## src/rtl/frame_writer.sv

```systemverilog
// Streams one raster frame of pixels into image buffer 0 or 1, one handshaked memory write per pixel.
// Optional FRAME_WRITER_SAT_EN clamps 9-bit pixels above 255 to 9'h0FF before writing.
module frame_writer #(
  parameter int H_RES     = 640,
  parameter int V_RES     = 480,
  parameter int IMG1_BASE = 307210
) (
  input  logic        clk,
  input  logic        rst_n,
  input  logic        start,
  input  logic        image,
  input  logic        in_valid,
  input  logic [8:0]  in_pixel,
  output logic        in_ready,
  output logic        mem_we,
  output logic [31:0] mem_adr,
  output logic [8:0]  mem_wdata,
  input  logic        mem_ack,
  output logic        busy,
  output logic        frame_done
);

  localparam int XW = (H_RES > 1) ? $clog2(H_RES) : 1;
  localparam int YW = (V_RES > 1) ? $clog2(V_RES) : 1;
  localparam logic [XW-1:0] X_LAST = XW'(H_RES - 1);
  localparam logic [YW-1:0] Y_LAST = YW'(V_RES - 1);
  localparam logic [31:0]   BASE1  = IMG1_BASE;

  typedef enum logic [1:0] {
    IDLE,
    RUN,
    WAIT_ACK,
    DONE
  } state_t;

  state_t        state_q;
  logic [XW-1:0] x_q;
  logic [YW-1:0] y_q;
  logic [31:0]   lin_q;
  logic          img_sel_q;
  logic          in_ready_q;
  logic          mem_we_q;
  logic [31:0]   mem_adr_q;
  logic [8:0]    mem_wdata_q;
  logic          busy_q;
  logic          frame_done_q;

  logic [8:0]    pix_d;
  logic [31:0]   adr_d;

`ifdef FRAME_WRITER_SAT_EN
  assign pix_d = (in_pixel > 9'd255) ? 9'h0FF : in_pixel;
`else
  assign pix_d = in_pixel;
`endif

  // lin tracks y*H_RES+x incrementally so no multiplier is needed for the address
  assign adr_d = (img_sel_q ? BASE1 : 32'd0) + lin_q;

  always_ff @(posedge clk) begin
    if (!rst_n) begin
      state_q      <= IDLE;
      x_q          <= '0;
      y_q          <= '0;
      lin_q        <= 32'd0;
      img_sel_q    <= 1'b0;
      in_ready_q   <= 1'b0;
      mem_we_q     <= 1'b0;
      mem_adr_q    <= 32'd0;
      mem_wdata_q  <= 9'd0;
      busy_q       <= 1'b0;
      frame_done_q <= 1'b0;
    end else begin
      frame_done_q <= 1'b0;
      case (state_q)
        IDLE: begin
          if (start) begin
            img_sel_q  <= image;
            x_q        <= '0;
            y_q        <= '0;
            lin_q      <= 32'd0;
            in_ready_q <= 1'b1;
            busy_q     <= 1'b1;
            state_q    <= RUN;
          end
        end
        RUN: begin
          if (in_valid && in_ready_q) begin
            mem_wdata_q <= pix_d;
            mem_adr_q   <= adr_d;
            mem_we_q    <= 1'b1;
            in_ready_q  <= 1'b0;
            state_q     <= WAIT_ACK;
          end
        end
        WAIT_ACK: begin
          // write request stays frozen until the memory acknowledges it
          if (mem_ack) begin
            mem_we_q <= 1'b0;
            lin_q    <= lin_q + 32'd1;
            if (x_q == X_LAST) begin
              x_q <= '0;
              if (y_q == Y_LAST) begin
                frame_done_q <= 1'b1;
                state_q      <= DONE;
              end else begin
                y_q        <= y_q + 1'b1;
                in_ready_q <= 1'b1;
                state_q    <= RUN;
              end
            end else begin
              x_q        <= x_q + 1'b1;
              in_ready_q <= 1'b1;
              state_q    <= RUN;
            end
          end
        end
        DONE: begin
          busy_q  <= 1'b0;
          state_q <= IDLE;
        end
        default: begin
          in_ready_q <= 1'b0;
          mem_we_q   <= 1'b0;
          busy_q     <= 1'b0;
          state_q    <= IDLE;
        end
      endcase
    end
  end

  assign in_ready   = in_ready_q;
  assign mem_we     = mem_we_q;
  assign mem_adr    = mem_adr_q;
  assign mem_wdata  = mem_wdata_q;
  assign busy       = busy_q;
  assign frame_done = frame_done_q;

endmodule
```

## config.mk

```make
export PLATFORM = sky130hd
export DESIGN_NAME = frame_writer
export DESIGN_NICKNAME = d
export VERILOG_FILES = /design/src/rtl/frame_writer.sv
export SDC_FILE = /design/constraint.sdc
export NUM_CORES = 1
export LEC_CHECK = 0
export ABC_AREA = 1
export BUFFER_PORTS_ARGS = -buffer_cell sky130_fd_sc_hd__clkbuf_2
export CAP_MARGIN = 20
export CORE_MARGIN = 3
export CORE_UTILIZATION = 55
export DETAILED_ROUTE_END_ITERATION = 10
export PLACE_DENSITY = 0.85
export SYNTH_ARGS = -nofsm -noshare
export SYNTH_HDL_FRONTEND = slang
export SYNTH_SLANG_ARGS = --single-unit
```

## constraint.sdc

```tcl
create_clock -name clk -period 2.3 [get_ports clk]
set_input_delay 0.115 -clock clk [delete_from_list [all_inputs] [get_ports clk]]
set_output_delay 0.115 -clock clk [all_outputs]
set_load 0.01 [all_outputs]
```

==> run_results.csv <==
group,metric,value,unit
synth,synth_top_flop_cell,"dfxtp_1",
critical_path,critPathRequiredTime,2.59,ns
synth,ys_ff_latch,99,
final_layout,fillers,925,
floorplan,dieArea,0.0117,mm2
clock_tree,clk_latency,0.39,ns
power_and_ir_drop,peakVddDrop,441,uV
detailed_routing,avgRoutedWirePerCell,13.7,um
final_layout,mostFrequentLayoutCells,"nand2_1 (211), nor2_1 (185), inv_1 (120)",
final_layout,fin_cells,1117,
clock_tree,clkSinkCount,99,
sta,drv_slew,0,
detailed_routing,top_layer,"met4",
hold_path,hp-class,"in2reg",
detailed_routing,drt-initial-drc-count,543,
run_status,status,"complete, no violations",
final_layout,multi_input_area,0.00317,mm2
clock_tree,cts_setup_buffers,0,
detailed_routing,drt.antenna.violating_nets,0,
grt,grtUsageTotal,0.272,
final_layout,seqCellArea,0.00198,mm2
critical_path,critPathLaunchType,"flip-flop",
detailed_routing,drtPass1Iterations,5,
sta,finClkSkew,0.0113,ns
synth,netlist_area,0.00575,mm2
clock_tree,numCtsBuffers,9,
clock_tree,cts.htree.levels,3,
synth,ys_seq_area_frac,0.345,
placement,gp_congestion,0.965,
detailed_routing,avgViaCountPerCell,5.26,
detailed_routing,met3_wirelength,964,um
power_and_ir_drop,power.density,564,mW/mm2
floorplan,die_h,108,um
detailed_routing,wl,15300,um
synth,synth_edf_count,0,
floorplan,die_w,108,um
power_and_ir_drop,total_leakage_power,2.91,nW
grt,grt_pass1_wl,25300,um
critical_path,slowest_delay,0.51,ns
sta,maxSlewHeadroom,0.647,
critical_path,crit_arrival,2.36,ns
final_layout,final_common_cell,"nand2_1",
sta,finalHoldViolations,0,
final_layout,drive_gt1_frac,0.116,
floorplan,io_pins,60,
clock_tree,cts_root_buffer,"clkbuf_8",
critical_path,endpoint_kind,"flip-flop",
sta,fin_crit_sh,0.902,
floorplan,fp-row-count,36,
synth,synth_cell_types,37,
synth,async_flop_share,0,
critical_path,crit_slowest_cell,"dfxtp_1",
final_layout,num_antenna_cells,0,
clock_tree,cts_tree,"yes",
grt,antenna_found_initial,0,
sta,fin_setup_tns,0,ns
floorplan,core,0.00995,mm2
grt,grt-ovfl-total,0,
flow_run,cap_violations,0,
synth,synthCells,917,
placement,dp_cells,1093,
sta,worst_pin_slew,0.529,ns
critical_path,path_max_fanout,7,
grt,grt_pass1_vias,5356,
grt,grt_start_max_net_pins,38,
critical_path,crit_chain,"ha_1 -> ha_1 -> nand2_1 -> nand2_1 -> nand3_2 -> nor2_2 -> nand2_1 -> nand2_2 -> nand2_1 -> nand2_1 -> nand3_1 -> nand2_1 -> inv_1",
critical_path,cp_common_cell,"nand2_1",
detailed_routing,wl_met1,6620,um
final_layout,fin_nets,1004,
clock_tree,clkTransAtPathRegs,0.10,ns
detailed_routing,vias,5879,
synth,avgSynthCellArea,6.27,um2
critical_path,crit_type,"reg2reg",
detailed_routing,wl_met2,7360,um
sta,timing.fmax,482,MHz
sta,rsz0062_at_grt,"no",
floorplan,start_util,0.578,
synth,syn-num-nets,942,
detailed_routing,drc,0,
placement,io_buffers,59,
sta,layout_min_cycle_time,2.07,ns
clock_tree,cts.path.max_buffers,2,
placement,dp_hpwl,11000,um
synth,yosysWarnings,0,
sta,setup_viol,0,
final_layout,area_delta_synth_final,12.0,%
routing by layer:
metal	track usage	up-vias
met5	0	-
met4	0.0983	0
met3	0.0418	24
met2	0.459	201
met1	0.352	2638
li1	-	3016
final timing paths:
kind,depth (start not counted),start,endpoint,slack (ns)
worst max-delay path,13,img_sel_q,mem_adr[23],0.23
worst min-delay path,3,in_pixel[8],mem_wdata[8],0.0004
worst min register to register,2,in_ready,in_ready,0.49
worst max register to register,13,img_sel_q,mem_adr[23],0.23
sequential cells by signal, summed over array words and instances, names as in the netlist, 2 cells and up:
signal     count
lin_q         32
mem_wdata      9
x_q           10
mem_adr       32
y_q            9
state_q        2
report_power, final:
| part | internal (mW) | leakage, nW | switching [mW] |
|---|---|---|---|
| clock network | 0.537 | 0.0922 | 0.648 |
| logic | 0.190 | 2.02 | 0.406 |
| registers | 1.79 | 0.800 | 0.0597 |
| total | 2.51 | 2.91 | 1.11 |
kinds of logic (layout without fill, tap and decap cells):
family,Yosys count,count (layout),share of synthesized area
simple gates,528,528,0.402
buf+inv,152,219,0.104
compound gates,111,111,0.102
flops,99,99,0.345
xor+xnor,17,17,0.0259
fa+ha+maj,10,10,0.0218
through the flow:
stage / hold WS, ns / total power, mW / instance area (um2) / util / setup slack, ns
2_1_floorplan: 0.250 / 2.29 / 5750 / - / 0.625
3_3_place_gp: 0.339 / 2.45 / 6150 / 0.618 / 0.344
5_1_grt: 0.00900 / 3.79 / 6440 / 0.647 / 0.0752
6_report: 0.000411 / 3.63 / 6440 / 0.647 / 0.226
4_1_cts: 0.000243 / 3.63 / 6440 / 0.647 / 0.267
3_5_place_dp: 0.344 / 2.46 / 6150 / 0.618 / 0.282
cells in the mapped netlist (5+ instances only):
cell type	instances	area (um2)
nand2_1	211	792
buf_2	12	60.1
ha_1	10	125
inv_1	120	450
nand3_1	64	320
nor3_1	16	80.1
inv_2	8	30.0
nand2_2	6	37.5
a21oi_1	46	230
o21ai_0	44	220
dfxtp_1	99	1980
nor2_1	185	694
clkbuf_1	6	22.5
nor2_4	7	78.8
o21ai_1	7	35.0
nand4_1	17	106
xor2_1	14	123
nor2_2	5	31.3
what timing repair did:
action,CTS,global route
hold buffers,8,0
setup endpoints to repair,0,0
gates resized for setup,0,0
endpoints found under the hold margin,8,0
layout make-up:
type                            count  share of cell area
Clock buffer                       11              0.0220
Tap cell                          133              0.0259
Inverter                          128              0.0746
Sequential cell                    99               0.308
Multi-Input combinational cell    666               0.493
Clock inverter                      5             0.00952
Timing Repair Buffer               75              0.0676
worst max-delay path, delay by kind of cell, from the launching register on:
family | cells | cell delay (ns)
buffers and inverters | 1 | 0.03
flip-flops | 1 | 0.51
AND/OR/NAND/NOR | 10 | 1.00
adder cells (fa/ha/maj) | 2 | 0.43
(Power assumes the default switching activity.)
